## config.mk

```make
export PLATFORM = sky130hd
export DESIGN_NAME = mpsoc_dbg_spr_responder_flat
export DESIGN_NICKNAME = d
export VERILOG_FILES = /design/src/rtl/mpsoc_dbg_pkg.sv /design/src/rtl/mpsoc_dbg_spr_responder_if.sv /design/src/rtl/mpsoc_dbg_spr_regs.sv /design/src/rtl/mpsoc_dbg_spr_responder.sv /design/src/flat_wrapper.sv
export SDC_FILE = /design/constraint.sdc
export NUM_CORES = 1
export LEC_CHECK = 0
export ABC_AREA = 1
export CORE_MARGIN = 2
export CORE_UTILIZATION = 55
export CTS_BUF_LIST = sky130_fd_sc_hd__clkbuf_8
export CTS_CLUSTER_DIAMETER = 40
export DETAILED_ROUTE_END_ITERATION = 16
export PLACE_DENSITY = 0.88
export RECOVER_POWER = 25
export SLEW_MARGIN = 10
export SYNTH_ARGS = -nofsm -noshare
export SYNTH_HDL_FRONTEND = slang
export SYNTH_SLANG_ARGS = --single-unit
```

## constraint.sdc

```tcl
create_clock -name cpu_clk_i -period 5.88 [get_ports cpu_clk_i]
set_input_delay 0.882 -clock cpu_clk_i [delete_from_list [all_inputs] [get_ports cpu_clk_i]]
set_output_delay 0.882 -clock cpu_clk_i [all_outputs]
set_load 0.01 [all_outputs]
```

## src/rtl/mpsoc_dbg_pkg.sv

```systemverilog
// Shared definitions for the debug SPR responder: FSM states, debug SPR group
// number and local register indices.
package mpsoc_dbg_pkg;

  typedef enum logic [1:0] {
    ST_IDLE = 2'd0,
    ST_FWD  = 2'd1,
    ST_ACK  = 2'd2,
    ST_HOLD = 2'd3
  } spr_state_e;

  localparam logic [4:0]  SPR_GRP_DBG    = 5'd6;
  localparam logic [10:0] SPR_IDX_DMR1   = 11'h010;
  localparam logic [10:0] SPR_IDX_DMR2   = 11'h011;
  localparam logic [10:0] SPR_IDX_DSR    = 11'h014;
  localparam logic [10:0] SPR_IDX_DRR    = 11'h015;
  localparam logic [10:0] SPR_IDX_DSTAT  = 11'h01F;

  // SPR group lives in address bits [15:11].
  function automatic logic is_dbg_spr(input logic [15:0] addr);
    return addr[15:11] == SPR_GRP_DBG;
  endfunction

endpackage

```

## src/rtl/mpsoc_dbg_spr_responder_if.sv

```systemverilog
// Debug BIU <-> SPR responder request/acknowledge bus. Signal names are seen
// from the responder side.
interface mpsoc_dbg_spr_responder_if #(
  parameter int ADDR_W = 32,
  parameter int DATA_W = 32
);
  logic [ADDR_W-1:0] cpu_addr_i;
  logic [DATA_W-1:0] cpu_data_i;
  logic [DATA_W-1:0] cpu_data_o;
  logic              cpu_stb_i;
  logic              cpu_we_i;
  logic              cpu_ack_o;

  modport master (
    output cpu_addr_i, cpu_data_i, cpu_stb_i, cpu_we_i,
    input  cpu_data_o, cpu_ack_o
  );

  modport slave (
    input  cpu_addr_i, cpu_data_i, cpu_stb_i, cpu_we_i,
    output cpu_data_o, cpu_ack_o
  );
endinterface

```

## src/rtl/mpsoc_dbg_spr_regs.sv

```systemverilog
// Local debug-group SPRs (DMR1, DMR2, DSR, DRR, DSTAT) and stall generation.
// DSTAT[0] exists only when MPSOC_DBG_SPR_TIMEOUT_EN is defined.
module mpsoc_dbg_spr_regs
  import mpsoc_dbg_pkg::*;
#(
  parameter int DATA_W    = 32,
  parameter int EXC_WIDTH = 14
) (
  input  logic                 cpu_clk_i,
  input  logic                 cpu_rstn_i,
  input  logic                 wr_en,
  input  logic [10:0]          idx,
  input  logic [DATA_W-1:0]    wdata,
  output logic [DATA_W-1:0]    rdata,
`ifdef MPSOC_DBG_SPR_TIMEOUT_EN
  input  logic                 timeout_set,
`endif
  input  logic [EXC_WIDTH-1:0] exc_i,
  output logic                 dbg_stall_o
);

  logic [DATA_W-1:0]    dmr1, dmr2;
  logic [EXC_WIDTH-1:0] dsr, drr, drr_next;

  // Set beats write: the exception OR is applied after the write value.
  always_comb begin
    // NOTE: default assignment first so every path drives drr_next and no latch is inferred.
    drr_next = drr;
    if (wr_en && idx == SPR_IDX_DRR) drr_next = wdata[EXC_WIDTH-1:0];
    drr_next = drr_next | (exc_i & dsr);
  end

  always_ff @(posedge cpu_clk_i or negedge cpu_rstn_i) begin
    if (!cpu_rstn_i) begin
      dmr1        <= '0;
      dmr2        <= '0;
      dsr         <= '0;
      drr         <= '0;
      dbg_stall_o <= 1'b0;
    end else begin
      if (wr_en) begin
        case (idx)
          SPR_IDX_DMR1: dmr1 <= wdata;
          SPR_IDX_DMR2: dmr2 <= wdata;
          SPR_IDX_DSR:  dsr  <= wdata[EXC_WIDTH-1:0];
          default:      ;
        endcase
      end
      drr         <= drr_next;
      dbg_stall_o <= |drr_next;
    end
  end

`ifdef MPSOC_DBG_SPR_TIMEOUT_EN
  logic dstat_to;

  always_ff @(posedge cpu_clk_i or negedge cpu_rstn_i) begin
    if (!cpu_rstn_i)                                     dstat_to <= 1'b0;
    else if (timeout_set)                                dstat_to <= 1'b1;
    else if (wr_en && idx == SPR_IDX_DSTAT && wdata[0])  dstat_to <= 1'b0;
  end
`endif

  always_comb begin
    rdata = '0;
    case (idx)
      SPR_IDX_DMR1:  rdata = dmr1;
      SPR_IDX_DMR2:  rdata = dmr2;
      SPR_IDX_DSR:   rdata[EXC_WIDTH-1:0] = dsr;
      SPR_IDX_DRR:   rdata[EXC_WIDTH-1:0] = drr;
`ifdef MPSOC_DBG_SPR_TIMEOUT_EN
      SPR_IDX_DSTAT: rdata[0] = dstat_to;
`endif
      default:       ;
    endcase
  end

endmodule

```

## src/rtl/mpsoc_dbg_spr_responder.sv

```systemverilog
// Debug SPR responder: serves debug-group SPRs locally, forwards the rest to
// the core. Optional forward timeout via MPSOC_DBG_SPR_TIMEOUT_EN.
module mpsoc_dbg_spr_responder
  import mpsoc_dbg_pkg::*;
#(
  parameter int CPU_ADDR_WIDTH = 32,
  parameter int CPU_DATA_WIDTH = 32,
  parameter int EXC_WIDTH      = 14,
  parameter int TIMEOUT_CYCLES = 256
) (
  input  logic                      cpu_clk_i,
  input  logic                      cpu_rstn_i,
  mpsoc_dbg_spr_responder_if.slave  dbg_bus,
  output logic                      spr_req_o,
  output logic                      spr_we_o,
  output logic [CPU_ADDR_WIDTH-1:0] spr_addr_o,
  output logic [CPU_DATA_WIDTH-1:0] spr_wdata_o,
  input  logic [CPU_DATA_WIDTH-1:0] spr_rdata_i,
  input  logic                      spr_gnt_i,
  input  logic [EXC_WIDTH-1:0]      exc_i,
  output logic                      dbg_stall_o
);

  spr_state_e          state;
  logic                req_local, local_wr;
  logic [CPU_DATA_WIDTH-1:0] local_rdata;

  assign req_local = dbg_bus.cpu_stb_i && is_dbg_spr(dbg_bus.cpu_addr_i[15:0]);
  assign local_wr  = (state == ST_IDLE) && req_local && dbg_bus.cpu_we_i;

`ifdef MPSOC_DBG_SPR_TIMEOUT_EN
  localparam int CNT_W = $clog2(TIMEOUT_CYCLES + 1);
  logic [CNT_W-1:0] fwd_cnt;
  logic             timeout_hit;

  assign timeout_hit = (state == ST_FWD) && !spr_gnt_i &&
                       (fwd_cnt == CNT_W'(TIMEOUT_CYCLES - 1));
`endif

  mpsoc_dbg_spr_regs #(
    .DATA_W    (CPU_DATA_WIDTH),
    .EXC_WIDTH (EXC_WIDTH)
  ) u_regs (
    .cpu_clk_i   (cpu_clk_i),
    .cpu_rstn_i  (cpu_rstn_i),
    .wr_en       (local_wr),
    .idx         (dbg_bus.cpu_addr_i[10:0]),
    .wdata       (dbg_bus.cpu_data_i),
    .rdata       (local_rdata),
`ifdef MPSOC_DBG_SPR_TIMEOUT_EN
    .timeout_set (timeout_hit),
`endif
    .exc_i       (exc_i),
    .dbg_stall_o (dbg_stall_o)
  );

  // The spr_* output registers double as the latched request; they are only
  // non-zero while in FWD.
  always_ff @(posedge cpu_clk_i or negedge cpu_rstn_i) begin
    // NOTE: clocked state uses non-blocking assignments only, so all flops update together.
    if (!cpu_rstn_i) begin
      state              <= ST_IDLE;
      dbg_bus.cpu_ack_o  <= 1'b0;
      dbg_bus.cpu_data_o <= '0;
      spr_req_o          <= 1'b0;
      spr_we_o           <= 1'b0;
      spr_addr_o         <= '0;
      spr_wdata_o        <= '0;
`ifdef MPSOC_DBG_SPR_TIMEOUT_EN
      fwd_cnt            <= '0;
`endif
    end else begin
      case (state)
        ST_IDLE: begin
          if (req_local) begin
            state              <= ST_ACK;
            dbg_bus.cpu_ack_o  <= 1'b1;
            dbg_bus.cpu_data_o <= dbg_bus.cpu_we_i ? '0 : local_rdata;
          end else if (dbg_bus.cpu_stb_i) begin
            state       <= ST_FWD;
            spr_req_o   <= 1'b1;
            spr_we_o    <= dbg_bus.cpu_we_i;
            spr_addr_o  <= dbg_bus.cpu_addr_i;
            spr_wdata_o <= dbg_bus.cpu_data_i;
`ifdef MPSOC_DBG_SPR_TIMEOUT_EN
            fwd_cnt     <= '0;
`endif
          end
        end
        ST_FWD: begin
          if (spr_gnt_i) begin
            state              <= ST_ACK;
            dbg_bus.cpu_ack_o  <= 1'b1;
            dbg_bus.cpu_data_o <= spr_rdata_i;
            spr_req_o          <= 1'b0;
            spr_we_o           <= 1'b0;
            spr_addr_o         <= '0;
            spr_wdata_o        <= '0;
          end
`ifdef MPSOC_DBG_SPR_TIMEOUT_EN
          else if (timeout_hit) begin
            state              <= ST_ACK;
            dbg_bus.cpu_ack_o  <= 1'b1;
            dbg_bus.cpu_data_o <= '0;
            spr_req_o          <= 1'b0;
            spr_we_o           <= 1'b0;
            spr_addr_o         <= '0;
            spr_wdata_o        <= '0;
          end else begin
            fwd_cnt <= fwd_cnt + 1'b1;
          end
`endif
        end
        ST_ACK: begin
          state              <= ST_HOLD;
          dbg_bus.cpu_ack_o  <= 1'b0;
          dbg_bus.cpu_data_o <= '0;
        end
        // HOLD ignores a lingering strobe so each request gets exactly one ack.
        ST_HOLD: state <= ST_IDLE;
        default: state <= ST_IDLE;
      endcase
    end
  end

endmodule

```

## src/flat_wrapper.sv

```systemverilog
// flat-port wrapper written by rule: the top's interface ports become plain ports
module mpsoc_dbg_spr_responder_flat import mpsoc_dbg_pkg::*;
#(
  parameter int CPU_ADDR_WIDTH = 32,
  parameter int CPU_DATA_WIDTH = 32,
  parameter int EXC_WIDTH      = 14,
  parameter int TIMEOUT_CYCLES = 256
)
  (cpu_clk_i, cpu_rstn_i, spr_req_o, spr_we_o, spr_addr_o, spr_wdata_o, spr_rdata_i, spr_gnt_i, exc_i, dbg_stall_o, dbg_bus_cpu_addr_i, dbg_bus_cpu_data_i, dbg_bus_cpu_stb_i, dbg_bus_cpu_we_i, dbg_bus_cpu_data_o, dbg_bus_cpu_ack_o);
  mpsoc_dbg_spr_responder_if #(.ADDR_W((32)), .DATA_W((32))) dbg_bus_i ();
  input  logic cpu_clk_i;
  input  logic cpu_rstn_i;
  output logic spr_req_o;
  output logic spr_we_o;
  output logic [CPU_ADDR_WIDTH-1:0] spr_addr_o;
  output logic [CPU_DATA_WIDTH-1:0] spr_wdata_o;
  input  logic [CPU_DATA_WIDTH-1:0] spr_rdata_i;
  input  logic spr_gnt_i;
  input  logic [EXC_WIDTH-1:0] exc_i;
  output logic dbg_stall_o;
  input wire logic [$bits(dbg_bus_i.cpu_addr_i)-1:0] dbg_bus_cpu_addr_i;
  input wire logic [$bits(dbg_bus_i.cpu_data_i)-1:0] dbg_bus_cpu_data_i;
  input wire logic [$bits(dbg_bus_i.cpu_stb_i)-1:0] dbg_bus_cpu_stb_i;
  input wire logic [$bits(dbg_bus_i.cpu_we_i)-1:0] dbg_bus_cpu_we_i;
  output wire logic [$bits(dbg_bus_i.cpu_data_o)-1:0] dbg_bus_cpu_data_o;
  output wire logic [$bits(dbg_bus_i.cpu_ack_o)-1:0] dbg_bus_cpu_ack_o;
  assign dbg_bus_i.cpu_addr_i = dbg_bus_cpu_addr_i;
  assign dbg_bus_i.cpu_data_i = dbg_bus_cpu_data_i;
  assign dbg_bus_i.cpu_stb_i = dbg_bus_cpu_stb_i;
  assign dbg_bus_i.cpu_we_i = dbg_bus_cpu_we_i;
  assign dbg_bus_cpu_data_o = dbg_bus_i.cpu_data_o;
  assign dbg_bus_cpu_ack_o = dbg_bus_i.cpu_ack_o;
  mpsoc_dbg_spr_responder #(.CPU_ADDR_WIDTH(CPU_ADDR_WIDTH), .CPU_DATA_WIDTH(CPU_DATA_WIDTH), .EXC_WIDTH(EXC_WIDTH), .TIMEOUT_CYCLES(TIMEOUT_CYCLES)) u_core (.cpu_clk_i(cpu_clk_i), .cpu_rstn_i(cpu_rstn_i), .dbg_bus(dbg_bus_i), .spr_req_o(spr_req_o), .spr_we_o(spr_we_o), .spr_addr_o(spr_addr_o), .spr_wdata_o(spr_wdata_o), .spr_rdata_i(spr_rdata_i), .spr_gnt_i(spr_gnt_i), .exc_i(exc_i), .dbg_stall_o(dbg_stall_o));
endmodule
```

# --- Word-level counts from Yosys, hierarchy flattened ---
# Index checks and enable logic that the tools add are counted.
classes:
  n_eq_ne: 13
  muxes: 28
  bitwise: 2
  n_reduce_logical: 14
ops:
  columns: ["op", "count"]
  rows:
  - ["$mux 32", 8]
  - ["$pmux 32 s2", 2]
  - ["$pmux 32 s3", 1]
  - ["$pmux 14 s4", 1]
  - ["$eq 11x5->1 const B", 4]
  - ["$pmux 18 s2", 1]
  - ["$and 14x14->14", 1]
  - ["$mux 14", 1]
  - ["$or 14x14->14", 1]
  - ["$reduce_or 14->1", 1]
  - ["$pmux 2 s4", 1]
  - ["$reduce_and 2->1", 4]
  - ["$mux 1", 7]
  - ["$mux 2", 3]
  - ["$ne 2x2->1 const B", 3]
  - ["$eq 5x3->1 const B", 1]
  - ["$eq 2x2->1 const B", 2]
  - ["$logic_and 1x1->1", 4]
  - ["$pmux 1 s2", 2]
  - ["$reduce_and 4->1", 1]
  - ["$ne 3x2->1 const B", 1]
  - ["$pmux 1 s3", 1]
  - ["$reduce_and 3->1", 1]
  - ["$reduce_bool 3->1", 1]
  - ["other kinds (4)", 4]
word_totals:
  register_bits: 194
  inputBits: 115
  output_inout_bits: 100
  wordCells: 69

# --- Depth between registers and ports, before layout ---
depth:
  depth_word: 8
  depth_mapped: 14
  ltp_nobuf: 13

# --- Cells and area by module ---
# A second synthesis with hierarchy kept.
hier_totals:
  hier_cells: 1203
  area_unflattened_um2: 9574.2
modules_own_cells:
  columns: ["module", "instances", "cells_per_inst", "area_per_inst_um2", "seq_area_each_um2"]
  rows:
  - ["mpsoc_dbg_spr_responder", 1, 707, 5082.4, 2527.4]
  - ["mpsoc_dbg_spr_regs", 1, 496, 4491.8, 2327.2]

# --- Least setup slack after synthesis ---
# Ideal clock, no wire load.
synth_timing:
  path_type: "input -> register"
  start: "input port dbg_bus_cpu_addr_i[5]"
  end: "register u_core.u_regs.dmr2[13]"
  setup_ps: 122
  t_arrival_ps: 2041
  t_required_ps: 5758
  setup_slack_ps: 3716
  stages: 7
  n_path_buf: 1
  path_cell_list: "nor2_1 -> nand2_1 -> nor4_4 -> nand2_4 -> buf_2 -> nand2_1 -> o21ai_1"
synth_between:
  elab_chain_cells: 2
synth_lines:
  columns: ["element", "line", "text"]
  rows:
  - ["start: declaration", "flat_wrapper.sv:21", "input wire logic [$bits(dbg_bus_i.cpu_addr_i)-1:0] dbg_bus_cpu_addr_i;"]
  - ["$eq 11x5->1", "mpsoc_dbg_spr_regs.sv:42", "case (idx)"]
  - ["$reduce_and 2->1 (no source line)", null, null]
  - ["end signal: assignment", "mpsoc_dbg_spr_regs.sv:44", "SPR_IDX_DMR2: dmr2 <= wdata;"]
  - ["end: declaration", "mpsoc_dbg_spr_regs.sv:22", "logic [DATA_W-1:0] dmr1, dmr2;"]
# No other way between the ends.
# A chain may end at the register's enable or synchronous reset.

# --- Worst setup path in the final report ---
layout_timing:
  start: "input port dbg_bus_cpu_addr_i[4]"
  end: "register u_core.u_regs.dmr1[28]"
layout_between:
  elab_chain_cells: 2
layout_lines:
  columns: ["element", "line", "text"]
  rows:
  - ["$eq 11x5->1", "mpsoc_dbg_spr_regs.sv:42", null]
  - ["$reduce_and 2->1 (no source line)", null, null]
  - ["end signal: assignment", "mpsoc_dbg_spr_regs.sv:43", "SPR_IDX_DMR1: dmr1 <= wdata;"]
  - ["end: declaration", "mpsoc_dbg_spr_regs.sv:22", null]
# No other way between the ends.

==> summary.md <==
| Metric | Value |
|---|---|
| Status | finished with violations |
| Violated checks | max-capacitance violations, max-slew violations |
| Largest net degree at the start of global routing | 90 |
| CTS buffer count | 17 |
| FF/Latch Area | 0.004855 sq mm |
| Drt wl/cell | 17.45 um |
| Post-CTS sizing | 0 |
| P_leak | roughly 5 nW |
| Total track usage | approximately 30% |
| Worst setup SP type | input port |
| Post-Route Utilization | about three quarters |
| Net count, final | ~1300 |
| Max cap viols | 1 |
| Global-route wire length before repair | roughly 38000 um |
| CTS tree | done |
| Crit path arrival time | 4.07 ns |
| Seq/Total Area, Yosys | 57.74% |
| Fin cells | 1363 |
| Slew Viols, Final | 47 |
| Distinct cells, synth | 29 |
| Slowest CP cell | nand2_2 |
| Fin crit period | 3.732 ns |
| Starting density of the core | between 50 and 60% |
| CP Capture Type | flop |
| Post-CTS setup buffers | 0 |
| I/O pin total | around 220 |
| Worst clock skew | 0.01006 ns |
| Clk pin slew, worst setup/hold paths | roughly 0.10 ns |
| Delay-heaviest family, CP | simple AND/OR/NAND/NOR gates |
| # port buffers | approximately 210 |
| Hold crit path type | in -> async |
| FF+latch count, synth | 194 |
| Hold buffers post-CTS | 0 |
| 1st-pass router iterations | 5 |
| Peak supply drop | 0.3810 mV |
| # placed instances | approximately 1300 |
| Final ANT Viol Nets | 0 |
| Sinks on Clock Net | 194 |
| DIE WIDTH | ~130 um |
| Total grt overflow | 0 |
| DR vias/cell | about 5.6 |
| H-tree levels | 4 |
| Initial antenna violation count | 0 |
| Core area | 0.01509 sq mm |
| Die area | approximately 0.016 sq mm |
| Period utilisation layout | between 60% and 70% |
| Share of cells above drive strength 1 | 5.617% |
| DR iter-0 viols | between 600 and 700 |
| CTS Buffer Depth | 2 |
| DP Worst Slack | roughly 1.9 ns |
| Vias in the first global route | 7509 |
| Die H | around 130 um |
| Slew HR | -63.68% |
| Vias post-DR | ~7600 |
| Clk_lat worst skew | 0.47 ns |
| Crit path required time | 6.22 ns |
| DPL Wire Length | around 16000 um |
| Fmax | 267.9 MHz |
| Root Driver | clkbuf_8 |
| PD cells | 432.8 mW/mm^2 |
| Critical-path cell list | clkdlybuf4s50_1 > inv_1 > nor2_2 > nand2_1 > nor3_2 > buf_4 > nand2_1 > inv_2 > nand2_2 > o21ai_0 |
| Area grow syn2layout | 31.74% |
| Mapped cell area | 0.008408 sq mm |
| Syn Area/Cell | around 8.6 sq um |
| Routed wire length | between 20000 and 25000 um |
| Worst path max stage delay | approximately 0.84 ns |
| Rows | 45 |
| Hold_ws | around 0.43 ns |
| Cells after Synth | 978 |
| N_diodes | 0 |
| Multi-input combinational cell area | 0.003113 sq mm |
| Critical path's most frequent cell | nand2_1 |
| DRC viols | 0 |
| Gp weighted congestion | between 0.8 and 0.9 |
| Setup TNS | 0 ns |
| Worst Setup Slack, final | between 2 and 2.5 ns |
| Ys Warns | 0 |
| Unrepaired setup endpoints after global routing | no |
| Slew @ Worst Pin | ~2.5 ns |
| Worst-path maximum fanout | 64 |
| Setup violators final | 0 |
| Final hold vios | 0 |
| CP Class | in -> reg |
| Syn Nets | approximately 1100 |
| Fillers | between 1000 and 1500 |
| CP bufs+invs | 4 |
-- stage by stage --
stage,instance area (sq um),power (mW)
2_1_floorplan,8408,2.808
3_3_place_gp,10610,3.749
3_5_place_dp,10610,3.817
4_1_cts,11080,4.806
5_1_grt,11080,5.076
6_report,11080,4.794
-- power breakdown --
group	total [mW]	switching, mW	internal [mW]
clock network	0.993	0.464	0.529
registers	1.81	0.159	1.65
logic	1.99	1.14	0.858
-- registers in the layout (all words and copies together) (netlist names) --
name / flops
u_core.dbg_bus.cpu_ack_o: 1
u_core.dbg_bus.cpu_data_o: 32
u_core.spr_addr_o: 32
u_core.spr_req_o: 1
u_core.spr_wdata_o: 32
u_core.spr_we_o: 1
u_core.state: 2
u_core.u_regs.dbg_stall_o: 1
u_core.u_regs.dmr1: 32
u_core.u_regs.dmr2: 32
u_core.u_regs.drr: 14
u_core.u_regs.dsr: 14
-- cell usage after synthesis, drive strengths merged --
| library cell | count | area [sq um] |
|---|---|---|
| o22ai | 1 | 6.260 |
| inv | 50 | 187.7 |
| nor4 | 1 | 21.27 |
| a21boi | 1 | 7.510 |
| buf | 26 | 146.4 |
| a21oi | 33 | 168.9 |
| a31oi | 32 | 200.2 |
| nand4 | 15 | 93.84 |
| ha | 3 | 37.54 |
| nor3 | 2 | 20.02 |
| nand3 | 55 | 305.3 |
| o21ai | 147 | 735.7 |
| dfrtp | 194 | 4855 |
| o211ai | 2 | 15.01 |
| clkbuf | 33 | 123.9 |
| nand2 | 330 | 1259 |
| nor2 | 53 | 225.2 |
-- final timing paths --
path	from	endpoint	slack, ns	cells past startpoint
max	dbg_bus_cpu_addr_i[4]	u_core.u_regs.dmr1[28]	2.15	10
min	cpu_rstn_i	u_core.dbg_bus.cpu_data_o[26]	0.43	1
max reg2reg	u_core.state[1]	u_core.spr_wdata_o[12]	2.54	8
min reg2reg	u_core.spr_addr_o[23]	u_core.spr_addr_o[23]	0.49	2
max in group asynchronous	cpu_rstn_i	u_core.spr_addr_o[1]	2.71	2
min in group cpu_clk_i	u_core.spr_addr_o[23]	u_core.spr_addr_o[23]	0.49	2
-- cell families (layout without fill, tap and decap cells) --
group           Yosys count  in the layout  synth area share, %
compound gates          216            216                13.48
fa+ha+maj                 3              3               0.4465
buf+inv                 109            306                5.446
flops                   194            194                57.74
simple gates            456            456                22.89
-- cells in the final DEF, fill, tap and decap left out, types with 3 or more instances in the layout --
cell type | Yosys | routed
clkinv_4 | 0 | 4
nand2_1 | 326 | 326
o21ai_1 | 53 | 53
dfrtp_1 | 194 | 194
buf_4 | 2 | 9
o21ai_0 | 94 | 94
a21oi_1 | 32 | 32
a31oi_1 | 32 | 32
inv_1 | 45 | 45
clkinv_2 | 0 | 3
inv_2 | 5 | 5
nand3_1 | 49 | 49
clkdlybuf4s50_1 | 0 | 213
nor2_1 | 50 | 49
bufinv_16 | 0 | 5
clkbuf_8 | 0 | 20
nand3_2 | 6 | 6
nand4_1 | 15 | 15
-- cell type report --
class,count,share of cell area [%]
clock buffers,19,2.361
repair buffers,224,20.02
inverters,50,1.694
clock inverters,13,1.875
multi-input cells,675,28.10
well taps,188,2.124
flip-flops and latches,194,43.83
-- worst register-to-register path, delay by kind of cell (launching register included) --
| family | cells | cell delay [ns] |
|---|---|---|
| fa+ha+maj | 1 | 0.78 |
| flops | 1 | 0.39 |
| compound gates | 2 | 0.60 |
| simple gates | 1 | 0.32 |
| buf+inv | 4 | 1.11 |
-- routing by layer --
layer | vias up | wire length, um | global-route usage (%)
met5 | - | 0 | 0
met4 | 0 | 605 | 10.99
met3 | 54 | 1867 | 5.779
met2 | 368 | 11160 | 47.53
met1 | 3643 | 10150 | 41.43
li1 | 3584 | - | -
Note: power is estimated with default switching activity, not from simulation.
